**config.mk**
```make
export PLATFORM = sky130hd
export DESIGN_NAME = opb_register_ppc2simulink_sync_flat
export DESIGN_NICKNAME = d
export VERILOG_FILES = /design/src/rtl/opb_register_ppc2simulink_sync_if.sv /design/src/rtl/opb_register_ppc2simulink_sync.sv /design/src/flat_wrapper.sv
export SDC_FILE = /design/constraint.sdc
export NUM_CORES = 1
export LEC_CHECK = 0
export CORE_MARGIN = 2
export CORE_UTILIZATION = 67
export CTS_BUF_LIST = sky130_fd_sc_hd__clkbuf_4 sky130_fd_sc_hd__clkbuf_8 sky130_fd_sc_hd__clkbuf_16
export DETAILED_ROUTE_END_ITERATION = 16
export DONT_BUFFER_PORTS = 1
export GPL_TIMING_DRIVEN = 0
export HOLD_SLACK_MARGIN = 0.15
export PLACE_DENSITY = 0.83
export SYNTH_ARGS = -nofsm -noshare
export SYNTH_HDL_FRONTEND = slang
export SYNTH_SLANG_ARGS = --single-unit
export TNS_END_PERCENT = 5
```
**constraint.sdc**
```tcl
create_clock -name OPB_Clk -period 6.4 [get_ports OPB_Clk]
set_clock_uncertainty 0.1 [all_clocks]
set_input_delay 0.96 -clock OPB_Clk [delete_from_list [all_inputs] [get_ports OPB_Clk]]
set_output_delay 0.96 -clock OPB_Clk [all_outputs]
set_load 0.01 [all_outputs]
```
**src/rtl/opb_register_ppc2simulink_sync_if.sv**
```systemverilog
// OPB slave-side bus bundle for the PPC->fabric control register.
// Bit 0 of every bus vector is the MSB, as on the OPB.
interface opb_register_ppc2simulink_sync_if #(
   parameter int AW = 32,
   parameter int DW = 32
);
   logic [0:AW-1]   OPB_ABus;
   logic [0:DW/8-1] OPB_BE;
   logic [0:DW-1]   OPB_DBus;
   logic            OPB_RNW;
   logic            OPB_select;
   logic            OPB_seqAddr;
   logic [0:DW-1]   Sl_DBus;
   logic            Sl_xferAck;
   logic            Sl_errAck;
   logic            Sl_retry;
   logic            Sl_toutSup;

   modport master (
      output OPB_ABus, OPB_BE, OPB_DBus, OPB_RNW, OPB_select, OPB_seqAddr,
      input  Sl_DBus, Sl_xferAck, Sl_errAck, Sl_retry, Sl_toutSup
   );
   modport slave (
      input  OPB_ABus, OPB_BE, OPB_DBus, OPB_RNW, OPB_select, OPB_seqAddr,
      output Sl_DBus, Sl_xferAck, Sl_errAck, Sl_retry, Sl_toutSup
   );
endinterface

```
**src/rtl/opb_register_ppc2simulink_sync.sv**
```systemverilog
// Software-written control word with byte enables, change strobe and write counter.
// Single clock domain: user logic runs on OPB_Clk.
module opb_register_ppc2simulink_sync #(
   parameter logic [31:0] C_BASEADDR   = 32'h00000000,
   parameter logic [31:0] C_HIGHADDR   = 32'h000000FF,
   parameter int          C_OPB_AWIDTH = 32,
   parameter int          C_OPB_DWIDTH = 32,
   parameter logic [31:0] C_INIT       = 32'h00000000,
   parameter string       C_FAMILY     = "virtex6"
) (
   input  logic                            OPB_Clk,
   input  logic                            OPB_Rst,
   opb_register_ppc2simulink_sync_if.slave bus,
   output logic [31:0]                     user_data_out,
   output logic                            user_data_valid
);
   localparam string UNUSED_FAMILY = C_FAMILY;

   typedef enum logic [1:0] {IDLE, ACK, WAIT} state_t;

   state_t                  state_q;
   logic                    rnw_q;
   logic [0:3]              be_q;
   logic [C_OPB_AWIDTH-1:0] abus, off_d, off_q;
   logic [C_OPB_DWIDTH-1:0] wdata_q, rdat_d, rdat_q;
   logic [31:0]             ctrl_q, ctrl_d, cnt_q;
   logic                    valid_q, hit_d, ack;
   logic                    unused_seq;

   assign unused_seq = bus.OPB_seqAddr;
   assign abus       = bus.OPB_ABus;
   assign hit_d      = bus.OPB_select && (abus >= C_BASEADDR) && (abus <= C_HIGHADDR);
   assign off_d      = abus - C_BASEADDR;

   // Read data is captured at the hit, so a read never sees a same-cycle write.
   always_comb begin
      rdat_d = '0;
      if (off_d == 'h0)      rdat_d = ctrl_q;
      else if (off_d == 'h4) rdat_d = cnt_q;
   end

   // BE[i] covers OPB byte i, which is the i-th most significant user byte.
   always_comb begin
      ctrl_d = ctrl_q;
      for (int i = 0; i < 4; i++)
         if (be_q[i]) ctrl_d[31-8*i -: 8] = wdata_q[31-8*i -: 8];
   end

   always_ff @(posedge OPB_Clk) begin
      if (OPB_Rst) begin
         state_q <= IDLE;
         rnw_q   <= 1'b0;
         be_q    <= '0;
         off_q   <= '0;
         wdata_q <= '0;
         rdat_q  <= '0;
         ctrl_q  <= C_INIT;
         cnt_q   <= '0;
         valid_q <= 1'b0;
      end else begin
         valid_q <= 1'b0;
         unique case (state_q)
            IDLE: if (hit_d) begin
               state_q <= ACK;
               rnw_q   <= bus.OPB_RNW;
               be_q    <= bus.OPB_BE;
               off_q   <= off_d;
               wdata_q <= bus.OPB_DBus;
               rdat_q  <= rdat_d;
            end
            ACK: begin
               state_q <= WAIT;
               if (!rnw_q && off_q == 'h0) begin
                  ctrl_q  <= ctrl_d;
                  valid_q <= (ctrl_d != ctrl_q);
                  cnt_q   <= cnt_q + 32'd1;
               end
            end
            WAIT: if (!bus.OPB_select) state_q <= IDLE;
            default: state_q <= IDLE;
         endcase
      end
   end

   // Reset masks the ack combinationally so a reset in the ACK cycle issues none.
   assign ack            = (state_q == ACK) && !OPB_Rst;
   assign bus.Sl_xferAck = ack;
   assign bus.Sl_DBus    = (ack && rnw_q) ? rdat_q : '0;
   assign bus.Sl_errAck  = 1'b0;
   assign bus.Sl_retry   = 1'b0;
   assign bus.Sl_toutSup = 1'b0;

   assign user_data_out   = ctrl_q;
   assign user_data_valid = valid_q;
endmodule

```
**src/flat_wrapper.sv**
```systemverilog
// flat-port wrapper written by rule: the top's interface ports become plain ports
module opb_register_ppc2simulink_sync_flat 
#(
   parameter logic [31:0] C_BASEADDR   = 32'h00000000,
   parameter logic [31:0] C_HIGHADDR   = 32'h000000FF,
   parameter int          C_OPB_AWIDTH = 32,
   parameter int          C_OPB_DWIDTH = 32,
   parameter logic [31:0] C_INIT       = 32'h00000000,
   parameter string       C_FAMILY     = "       "
)
  (OPB_Clk, OPB_Rst, user_data_out, user_data_valid, bus_OPB_ABus, bus_OPB_BE, bus_OPB_DBus, bus_OPB_RNW, bus_OPB_select, bus_OPB_seqAddr, bus_Sl_DBus, bus_Sl_xferAck, bus_Sl_errAck, bus_Sl_retry, bus_Sl_toutSup);
  opb_register_ppc2simulink_sync_if bus_i ();
  input  logic OPB_Clk;
  input  logic OPB_Rst;
  output logic [31:0] user_data_out;
  output logic user_data_valid;
  input wire logic [$bits(bus_i.OPB_ABus)-1:0] bus_OPB_ABus;
  input wire logic [$bits(bus_i.OPB_BE)-1:0] bus_OPB_BE;
  input wire logic [$bits(bus_i.OPB_DBus)-1:0] bus_OPB_DBus;
  input wire logic [$bits(bus_i.OPB_RNW)-1:0] bus_OPB_RNW;
  input wire logic [$bits(bus_i.OPB_select)-1:0] bus_OPB_select;
  input wire logic [$bits(bus_i.OPB_seqAddr)-1:0] bus_OPB_seqAddr;
  output wire logic [$bits(bus_i.Sl_DBus)-1:0] bus_Sl_DBus;
  output wire logic [$bits(bus_i.Sl_xferAck)-1:0] bus_Sl_xferAck;
  output wire logic [$bits(bus_i.Sl_errAck)-1:0] bus_Sl_errAck;
  output wire logic [$bits(bus_i.Sl_retry)-1:0] bus_Sl_retry;
  output wire logic [$bits(bus_i.Sl_toutSup)-1:0] bus_Sl_toutSup;
  assign bus_i.OPB_ABus = bus_OPB_ABus;
  assign bus_i.OPB_BE = bus_OPB_BE;
  assign bus_i.OPB_DBus = bus_OPB_DBus;
  assign bus_i.OPB_RNW = bus_OPB_RNW;
  assign bus_i.OPB_select = bus_OPB_select;
  assign bus_i.OPB_seqAddr = bus_OPB_seqAddr;
  assign bus_Sl_DBus = bus_i.Sl_DBus;
  assign bus_Sl_xferAck = bus_i.Sl_xferAck;
  assign bus_Sl_errAck = bus_i.Sl_errAck;
  assign bus_Sl_retry = bus_i.Sl_retry;
  assign bus_Sl_toutSup = bus_i.Sl_toutSup;
  opb_register_ppc2simulink_sync #(.C_BASEADDR(C_BASEADDR), .C_HIGHADDR(C_HIGHADDR), .C_OPB_AWIDTH(C_OPB_AWIDTH), .C_OPB_DWIDTH(C_OPB_DWIDTH), .C_INIT(C_INIT), .C_FAMILY(C_FAMILY)) u_core (.OPB_Clk(OPB_Clk), .OPB_Rst(OPB_Rst), .bus(bus_i), .user_data_out(user_data_out), .user_data_valid(user_data_valid));
endmodule
```
Word level (Yosys, flattened, before mapping). Cells that the tools add are included.

Register bits: 168. Bits in latches: 0. Bits in writable memories: 0. Bits in read-only memories: 0. Input bits: 73. Output and inout port bits: 69. Logic and storage cells: 44. Memories kept: 0.

$add $sub $neg: 1. Multiply operators: 0. Div/mod/pow operators: 0. $lt $le $gt $ge: 2. Eq/ne operators: 6. Shift-type cells: 0. Mux-type cells: 10. Bitwise operators: 2. Reductions and logical operators: 14.

Operators with widths (number): 32-bit two-way mux (3); 32-bit logical NOT (2); 32-bit by 1-bit adder with 32-bit output (second input constant) (1); 32-bit by 3-bit == test with 1-bit output (second input constant) (1); 32-bit by 1-bit >= comparator with 1-bit output (second input constant) (1); 32-bit by 8-bit less-or-equal comparator with 1-bit output (second input constant) (1); 8-bit two-way mux (4); 32-bit inequality test (1); 2-bit one-hot mux with 3 select lines (1); 2-bit AND reduction (3); 1-bit logical AND (5); 2-bit two-way mux (2); 3-bit OR reduction (1); 2-bit by 1-bit == test with 1-bit output (second input constant) (1); 2-bit == test (second input constant) (1); 1-bit logical NOT (2); 2-bit logical NOT (1); 2-bit by 1-bit inequality test with 1-bit output (second input constant) (1); 2-bit inequality test (second input constant) (1); 1-bit inverter (2).

Depth between registers and ports, before layout. Gate-level depths: netlist of the first run.

Depth in word-level cells: 5. Mapped depth: 8. Gate-level depth less buffers: 5.

Least setup slack after synthesis of the first run. OpenSTA, ideal clock, no wires.

Path kind: input -> output. From: input port OPB_Rst. To: output port bus_Sl_DBus[22]. Arrival: 1878 ps. Required time: 5340 ps. Setup slack: 3462 ps. Stages on the path: 4. Buffers on the path: 2. Path through: clkbuf_1 nor2_1 clkbuf_1 and3_1.

Longest elaborated chain between the ends: 4.

Ends and longest elaborated chain: start: declaration (line flat_wrapper.sv:14) `input logic OPB_Rst;`; 1-bit logical NOT (line opb_register_ppc2simulink_sync.sv:86) `assign ack = (state_q == ACK) && !OPB_Rst;`; 1-bit logical AND (line opb_register_ppc2simulink_sync.sv:86); named net bus_Sl_xferAck (line flat_wrapper.sv:24) `output wire logic [$bits(bus_i.Sl_xferAck)-1:0] bus_Sl_xferAck;`; 1-bit logical AND (line opb_register_ppc2simulink_sync.sv:88) `assign bus.Sl_DBus = (ack && rnw_q) ? rdat_q : '0;`; 32-bit two-way mux (line opb_register_ppc2simulink_sync.sv:88); end: declaration (line flat_wrapper.sv:23) `output wire logic [$bits(bus_i.Sl_DBus)-1:0] bus_Sl_DBus;`.

The timed path passes the listed nets, and every way through them passes these cells.

Final worst setup path of the first run.
From: input port OPB_Rst. To: output port bus_Sl_DBus[27].

The elaborated chain is that of the path after synthesis.

==> results of run 1 <==
-- sequential cells by signal, summed over array words and instances (netlist names) --
signal and count:
u_core.user_data_out 32, u_core.cnt_q 32, u_core.state_q 2, u_core.rdat_q 32, u_core.off_q 32, u_core.wdata_q 32, u_core.be_q 4, u_core.user_data_valid 1
u_core.rnw_q 1
-- cell usage in the layout (no fill, tap or decap), drive strengths merged, types with 12 or more instances in the layout --
cell type	n
dfxtp	168
nand2	143
a21oi	100
clkbuf	72
and3	56
nor2	47
nand3	45
mux2i	33
inv	27
mux2	25
o21ai	24
nor4	24
or3	16
xnor2	16
xor2	13
nand4	12
-- worst min-delay path by stage --
stage	from	slack, ps	cells past startpoint	end
6_report	u_core.rdat_q[0]	350	2	u_core.rdat_q[0]
5_1_grt	u_core.off_q[6]	370	2	u_core.off_q[6]
4_1_cts	u_core.rdat_q[0]	350	2	u_core.rdat_q[0]
3_5_place_dp	u_core.rdat_q[0]	340	2	u_core.rdat_q[0]
3_3_place_gp	u_core.rdat_q[6]	340	2	u_core.rdat_q[6]
2_1_floorplan	u_core.rdat_q[0]	330	2	u_core.rdat_q[0]
-- power by group through the flow --
stage	sequential, mW	clock [mW]	combinational [mW]
2_1_floorplan	1.07	0	0.0230
3_3_place_gp	1.07	0	0.0327
3_5_place_dp	1.07	0	0.0334
6_report	1.05	0.981	0.0345
4_1_cts	1.05	0.981	0.0337
5_1_grt	1.04	1.03	0.0368
-- cell families after synthesis --
kind of cell | after synthesis | share of synthesized area, %
AOI/OAI and AO/OA | 150 | 11.3
xor gates and xnor gates | 29 | 3.51
adders and majority gates | 1 | 0.173
buffers and inverters | 83 | 4.58
DFF | 168 | 46.4
muxes | 58 | 8.45
other | 1 | 0.0518
and+or+nand+nor | 369 | 25.5
-- worst max-delay path: cells and delay by family --
kind / cells / cell delay (ps)
simple gates: 2 / 780
buf+inv: 2 / 710
-- synth_stat cells (4+ instances only) --
cell type / instances
nand4_1: 12
nor2_1: 47
buf_1: 4
o21ai_0: 24
o31ai_1: 6
or4_1: 10
a21oi_1: 100
nand2_1: 143
o22ai_1: 5
or3_1: 16
xor2_1: 13
inv_1: 22
dfxtp_1: 168
mux2_2: 25
o41ai_1: 4
nor4_1: 20
nand3_1: 45
mux2i_1: 33
xnor2_1: 16
clkbuf_1: 52
and3_1: 56
-- metal layers --
metal	GRT usage (%)	vias up	wire [um]
met5	0	-	0
met4	15.8	0	587
met3	9.10	57	2350
met2	57.1	395	9500
met1	44.2	3001	7780
li1	-	3045	-
-- cell type report --
type	count	area [um2]	area share, %
Sequential cell	168	3360	42.1
Tap cell	136	170	2.13
Clock buffer	20	455	5.70
Multi-Input combinational cell	610	3560	44.5
Buffer	61	249	3.12
Inverter	22	82.6	1.03
Clock inverter	12	114	1.42
-- metrics by stage --
stage / instance area [um2] / power [mW] / util (%) / hold WS, ps / std cells
after floorplan: 7250 / 1.09 / - / 327 / 861
after global placement: 7420 / 1.10 / 71.2 / 337 / 997
after detailed placement: 7420 / 1.10 / 71.2 / 340 / 997
after CTS: 7990 / 2.06 / 76.7 / 348 / 1029
after global routing: 7990 / 2.11 / 76.7 / 366 / 1029
final: 7990 / 2.06 / 76.7 / 350 / 1029
==> metrics.md, run 1 <==
| Metric | Value |
|---|---|
| Switch share | about 22% |
| Internal | between 1.5 and 2 mW |
| Worst rel slew slack | 10.3% |
| Setup crit end kind | output port |
| Period utilization | 54.9% |
| FF+latch count, synth | roughly 170 |
| CP dominant cell by count | clkbuf_1 |
| Layout Nets | 954 |
| CTS clock-pin slew for the worst setup and hold paths | 60 ps |
| Largest net degree at the start of global routing | 17 |
| Final Wtd Congestion | between 0.9 and 1 |
| NetSw | about 460 uW |
| Final Max Slew Viols | 0 |
| Die Ht | ~110 um |
| Top post-synthesis cells by area | dfxtp_1 46%, nand2_1 7.4%, a21oi_1 6.9%, and3_1 4.8%, mux2i_1 4.6% |
| Post-synth top area cell | dfxtp_1 |
| Longest Clk Path Bufs | 2 |
| Comb power frac | 1.7% |
| Die Area | 11700 um2 |
| Clock Power Share | 47.6% |
| CP peak stage delay | 480 ps |
| Post-synth ARST share | 0% |
| Fillers | around 770 |
| CP Max Fanout | 10 |
| Detailed placement HPWL | 14700 um |
| Top-area cell type share of the netlist area | between 40% and 50% |
| Buffers on Ports | 0 |
| Lkg Pwr | about 2.8 nW |
| Setup TNS | 0 ps |
| Row cnt | 37 |
| N_diodes | 0 |
| Seq/Total Area, Yosys | 46.4% |
| Capture point of the worst path | bus_Sl_DBus[27] |
| Total Wirelength | between 20000 and 25000 um |
| Initial antenna violation count | 0 |
| Clock sinks | approximately 170 |
| Unrepaired setup endpoints after global routing | no |
| Post-synthesis cell type count | between 40 and 50 |
| Type of origin of the critical path | input pin |
| Post_cts resized | 0 |
| GRT Total Usage | around a third |
| Synthesized area per cell | 8.43 um2 |
| Initial core utilization | 69.5% |
| DR pass1 iterations | 5 |
| Status | completed |
| Tmin final | 3510 ps |
| Reg2reg path depth | 8 |
| CTS Buf Count | 17 |
| Setup WS post-layout | approximately 2900 ps |
| Mapped Area | 7240 um2 |
| Share of cells above drive strength 1 | 7.61% |
| Maximum clock frequency | roughly 280 MHz |
| Critical path class | in -> out |
| Power per cell area | ~260 nW/um2 |
| DRC viols | 0 |
| Slowest CP cell | nor2_1 |
| Max-cap viol count | 0 |
| Crit path DAT | between 2000 and 2500 ps |
| Antenna Nets Post-Route | 0 |
| Worst-Margin Slew | about 1300 ps |
| Area Overhead vs Synth | 10.3% |
| Core region area | 10400 um2 |
| Aggregate global routing overflow | 0 |
| Worst IR Drop VDD | 0.152 mV |
| Flop-to-flop setup slack | 3090 ps |
| Warnings, synthesis | 0 |
| RR Endpoint | u_core.cnt_q[13] |
| R2R Path Start | u_core.off_q[5] |
| H-tree depth | 4 |
| CP cell instances | clkbuf_1 > nor2_1 > clkbuf_1 > and3_1 |
| Pre-CTS setup slack | between 2000 and 3000 ps |
| Min-Delay Path Class | reg -> reg |
| Horiz. Die Dim | 108 um |
| Post-synth top flop | dfxtp_1 |
| WL per Instance | 19.7 um |
| Via density | roughly 6.3 |
| Post-synth EDFFs | 0 |
| CTS Hold Bufs | 0 |
| First-iteration detailed-routing DRC count | slightly above 500 |
| Req. time, crit path | between 5000 and 6000 ps |
| CTS root buffer | clkbuf_8 |
| TritonCTS clock tree | built |
| Vias in the first global route | around 6200 |
| Sequential Power Share | 50.7% |
| Via count | approximately 6500 |
| Crit path launch | OPB_Rst |
| First-pass GRT wire length | 30900 um |
| Clk Latency, worst-skew pair | between 500 and 600 ps |
| Syn Inst Count | about 860 |
| Post CTS Setup Buffer Count | 0 |
| Hold Vio Cnt, Final | 0 |
| Final setup fails | 0 |
| # IOs | between 100 and 150 |
Power figures use the tool's default switching activity.
==> run 2, diff against run 1 <==
- CORE_UTILIZATION: 67 -> 63
- PLACE_DENSITY: 0.83 -> 0.79
- clock period: 6.4 -> 3.4 ns (I/O delays scaled with it)
==> run 2 against run 1 <==
Sequential cell count is the same. Highest routed layer unchanged. Clock-buffer cell count grew 3. Via count grew 3.5%. Global-route usage shrank 0.81 points. Sequential share of layout area shrank 2.5 points.
==> metrics.md, run 2 (synthesis results as in run 1) <==
| Metric | Value |
|---|---|
| Status | completed |
| WL per Instance | 19.5 um (-0.64%) |
| Layout Cells excl Fill | 1081 (+5.1%) |
| CTS Buf Count | 17 (unchanged) |
| Most common cell after layout, fill and taps aside | dfxtp_1 |
| Vias in the first global route | 6376 (+3.1%) |
| Largest net degree at the start of global routing | 17 (unchanged) |
| Final Max Slew Viols | 0 (unchanged) |
| Horiz. Die Dim | 111 um (+3.0%) |
| DRC viols | 0 (unchanged) |
| Via count | 6725 (+3.5%) |
| Tmin final | around 3200 ps |
| Final setup fails | 0 (unchanged) |
| Buffers on Ports | 0 (unchanged) |
| Reg2reg path depth | 8 (unchanged) |
| Placed insts | 1004 (+0.70%) |
| Clk Latency, worst-skew pair | 440 ps (-110 ps) |
| Setup crit end kind | flop |
| Clock sinks | 168 (unchanged) |
| N_diodes | 0 (unchanged) |
| # IOs | 142 (unchanged) |
| Type of origin of the critical path | flop |
| Setup TNS | 0 ps (unchanged) |
| Lkg Pwr | 3.04 nW (+8.0%) |
| Critical path class | reg -> reg |
| Min-Delay Path Class | in -> reg |
| Worst rel slew slack | 19.8% (+9.5 points) |
| Power per cell area | 478 nW/um2 (+85%) |
| Area Overhead vs Synth | 17.2% |
| Row cnt | 39 (+5.4%) |
| Core region area | 11300 um2 (+8.7%) |
| Final Wtd Congestion | 0.938 (-4.7%) |
| Crit path DAT | 3370 ps (+920 ps) |
| Die Area | 12400 um2 (+6.1%) |
| GRT Total Usage | 34.4% (-0.81 points) |
| Antenna Nets Post-Route | 0 (unchanged) |
| Worst-Margin Slew | 1190 ps (-141 ps) |
| Unrepaired setup endpoints after global routing | no |
| Die Ht | 111 um (+3.0%) |
| Longest Clk Path Bufs | 2 (unchanged) |
| Fillers | 801 (+4.4%) |
| CTS root buffer | clkbuf_16 |
| Req. time, crit path | 3600 ps (-1740 ps) |
| Hold Vio Cnt, Final | 0 (unchanged) |
| WHS | 305 ps (-44.1 ps) |
| Max-cap viol count | 0 (unchanged) |
| Initial antenna violation count | 0 (unchanged) |
| Layout Nets | 1000 (+4.8%) |
| CP Max Fanout | 10 (unchanged) |
| Aggregate global routing overflow | 0 (unchanged) |
| DR pass1 iterations | 5 (unchanged) |
| CTS clock-pin slew for the worst setup and hold paths | 60 ps (about the same) |
| TritonCTS clock tree | built |
| First-pass GRT wire length | 33300 um (+7.7%) |
| Most frequent cells in the layout | 168 x dfxtp_1, 143 x nand2_1, 100 x a21oi_1, 56 x and3_1, 51 x clkbuf_1 |
| Via density | 6.22 (-1.5%) |
| Area of the multi-input gates | 3560 um2 (unchanged) |
| Share of cells above drive strength 1 | 7.36% (-0.26 points) |
| Hold path depth | 3 (+1) |
| Total Wirelength | 21100 um (+4.4%) |
| Post CTS Setup Buffer Count | 0 (unchanged) |
| Period utilization | between 90% and 100% |
| Maximum clock frequency | 315 MHz |
| Storage cell area | 3360 um2 (unchanged) |
| H-tree depth | 4 (unchanged) |
| Detailed placement HPWL | 14900 um (+1.4%) |
| First-iteration detailed-routing DRC count | 543 (+6.1%) |
| Initial core utilization | 64.0% (-5.6 points) |
| Worst IR Drop VDD | 0.428 mV (+180%) |
-- run 2: cell types whose count changed in the layout (fill, tap and decap cells not counted), moves of 2 or more --
cell	change
bufinv_16	+2
clkbuf_2	+2
inv_6	-5
clkbuf_4	+4
clkinvlp_4	-3
dlygate4sd3_1	+45
clkbuf_8	-2
-- run 2: stage by stage --
stage | power (mW) | area (um2) | setup WS, ps | util, %
3_3_place_gp | 2.07 | 7430 | 237 | 65.6
3_5_place_dp | 2.08 | 7430 | 184 | 65.6
2_1_floorplan | 2.06 | 7250 | 638 | -
6_report | 4.06 | 8490 | 229 | 75.0
4_1_cts | 4.05 | 8480 | 164 | 74.9
5_1_grt | 4.14 | 8490 | 41.3 | 75.0
-- run 2: metal layers --
metal	up-vias	share of wire, %	global-route usage [%]
li1	3131	-	-
met1	3175	40	44.4
met2	359	47	55.7
met3	60	9.7	9.46
met4	0	2.9	12.1
met5	-	0	0
-- run 2: worst paths after layout --
check,start,end,slack (ps)
worst max-delay path,u_core.off_q[5],u_core.cnt_q[29],230
worst min-delay path,bus_OPB_ABus[3],u_core.rdat_q[0],310
worst max register to register,u_core.off_q[5],u_core.cnt_q[29],230
worst min register to register,u_core.rdat_q[10],u_core.rdat_q[10],350
-- run 2: layout make-up --
| class | count | area share [%] |
|---|---|---|
| clock inverters | 8 | 1.43 |
| plain buffers | 61 | 2.95 |
| repair buffers | 46 | 5.36 |
| inverters | 22 | 0.973 |
| flip-flops and latches | 168 | 39.6 |
| clock buffers | 23 | 5.69 |
| well taps | 143 | 2.11 |
| multi-input cells | 610 | 41.9 |
-- run 2: where the power goes --
group / internal (mW) / total (mW) / switching, mW
sequential: 1.97 / 1.97 / 0.0000000223
clock: 1.22 / 1.98 / 0.763
combinational: 0.0488 / 0.109 / 0.0597
-- run 2: worst max-delay path, stage by stage, from the launching register on --
cell      delay [ps]
dfxtp_1          320
or4_1            510
or4_1            400
buf_2            180
or4_1            630
clkbuf_1         290
clkbuf_2         280
o31ai_1          230
a21oi_1           90
-- run 2: what timing repair did --
| action | 4_1_cts | 5_1_grt |
|---|---|---|
| endpoints found under the hold margin | 45 | 0 |
| hold buffers | 45 | 0 |
| resized for setup | 0 | 2 |
| endpoints found under the setup margin | 0 | 1 |
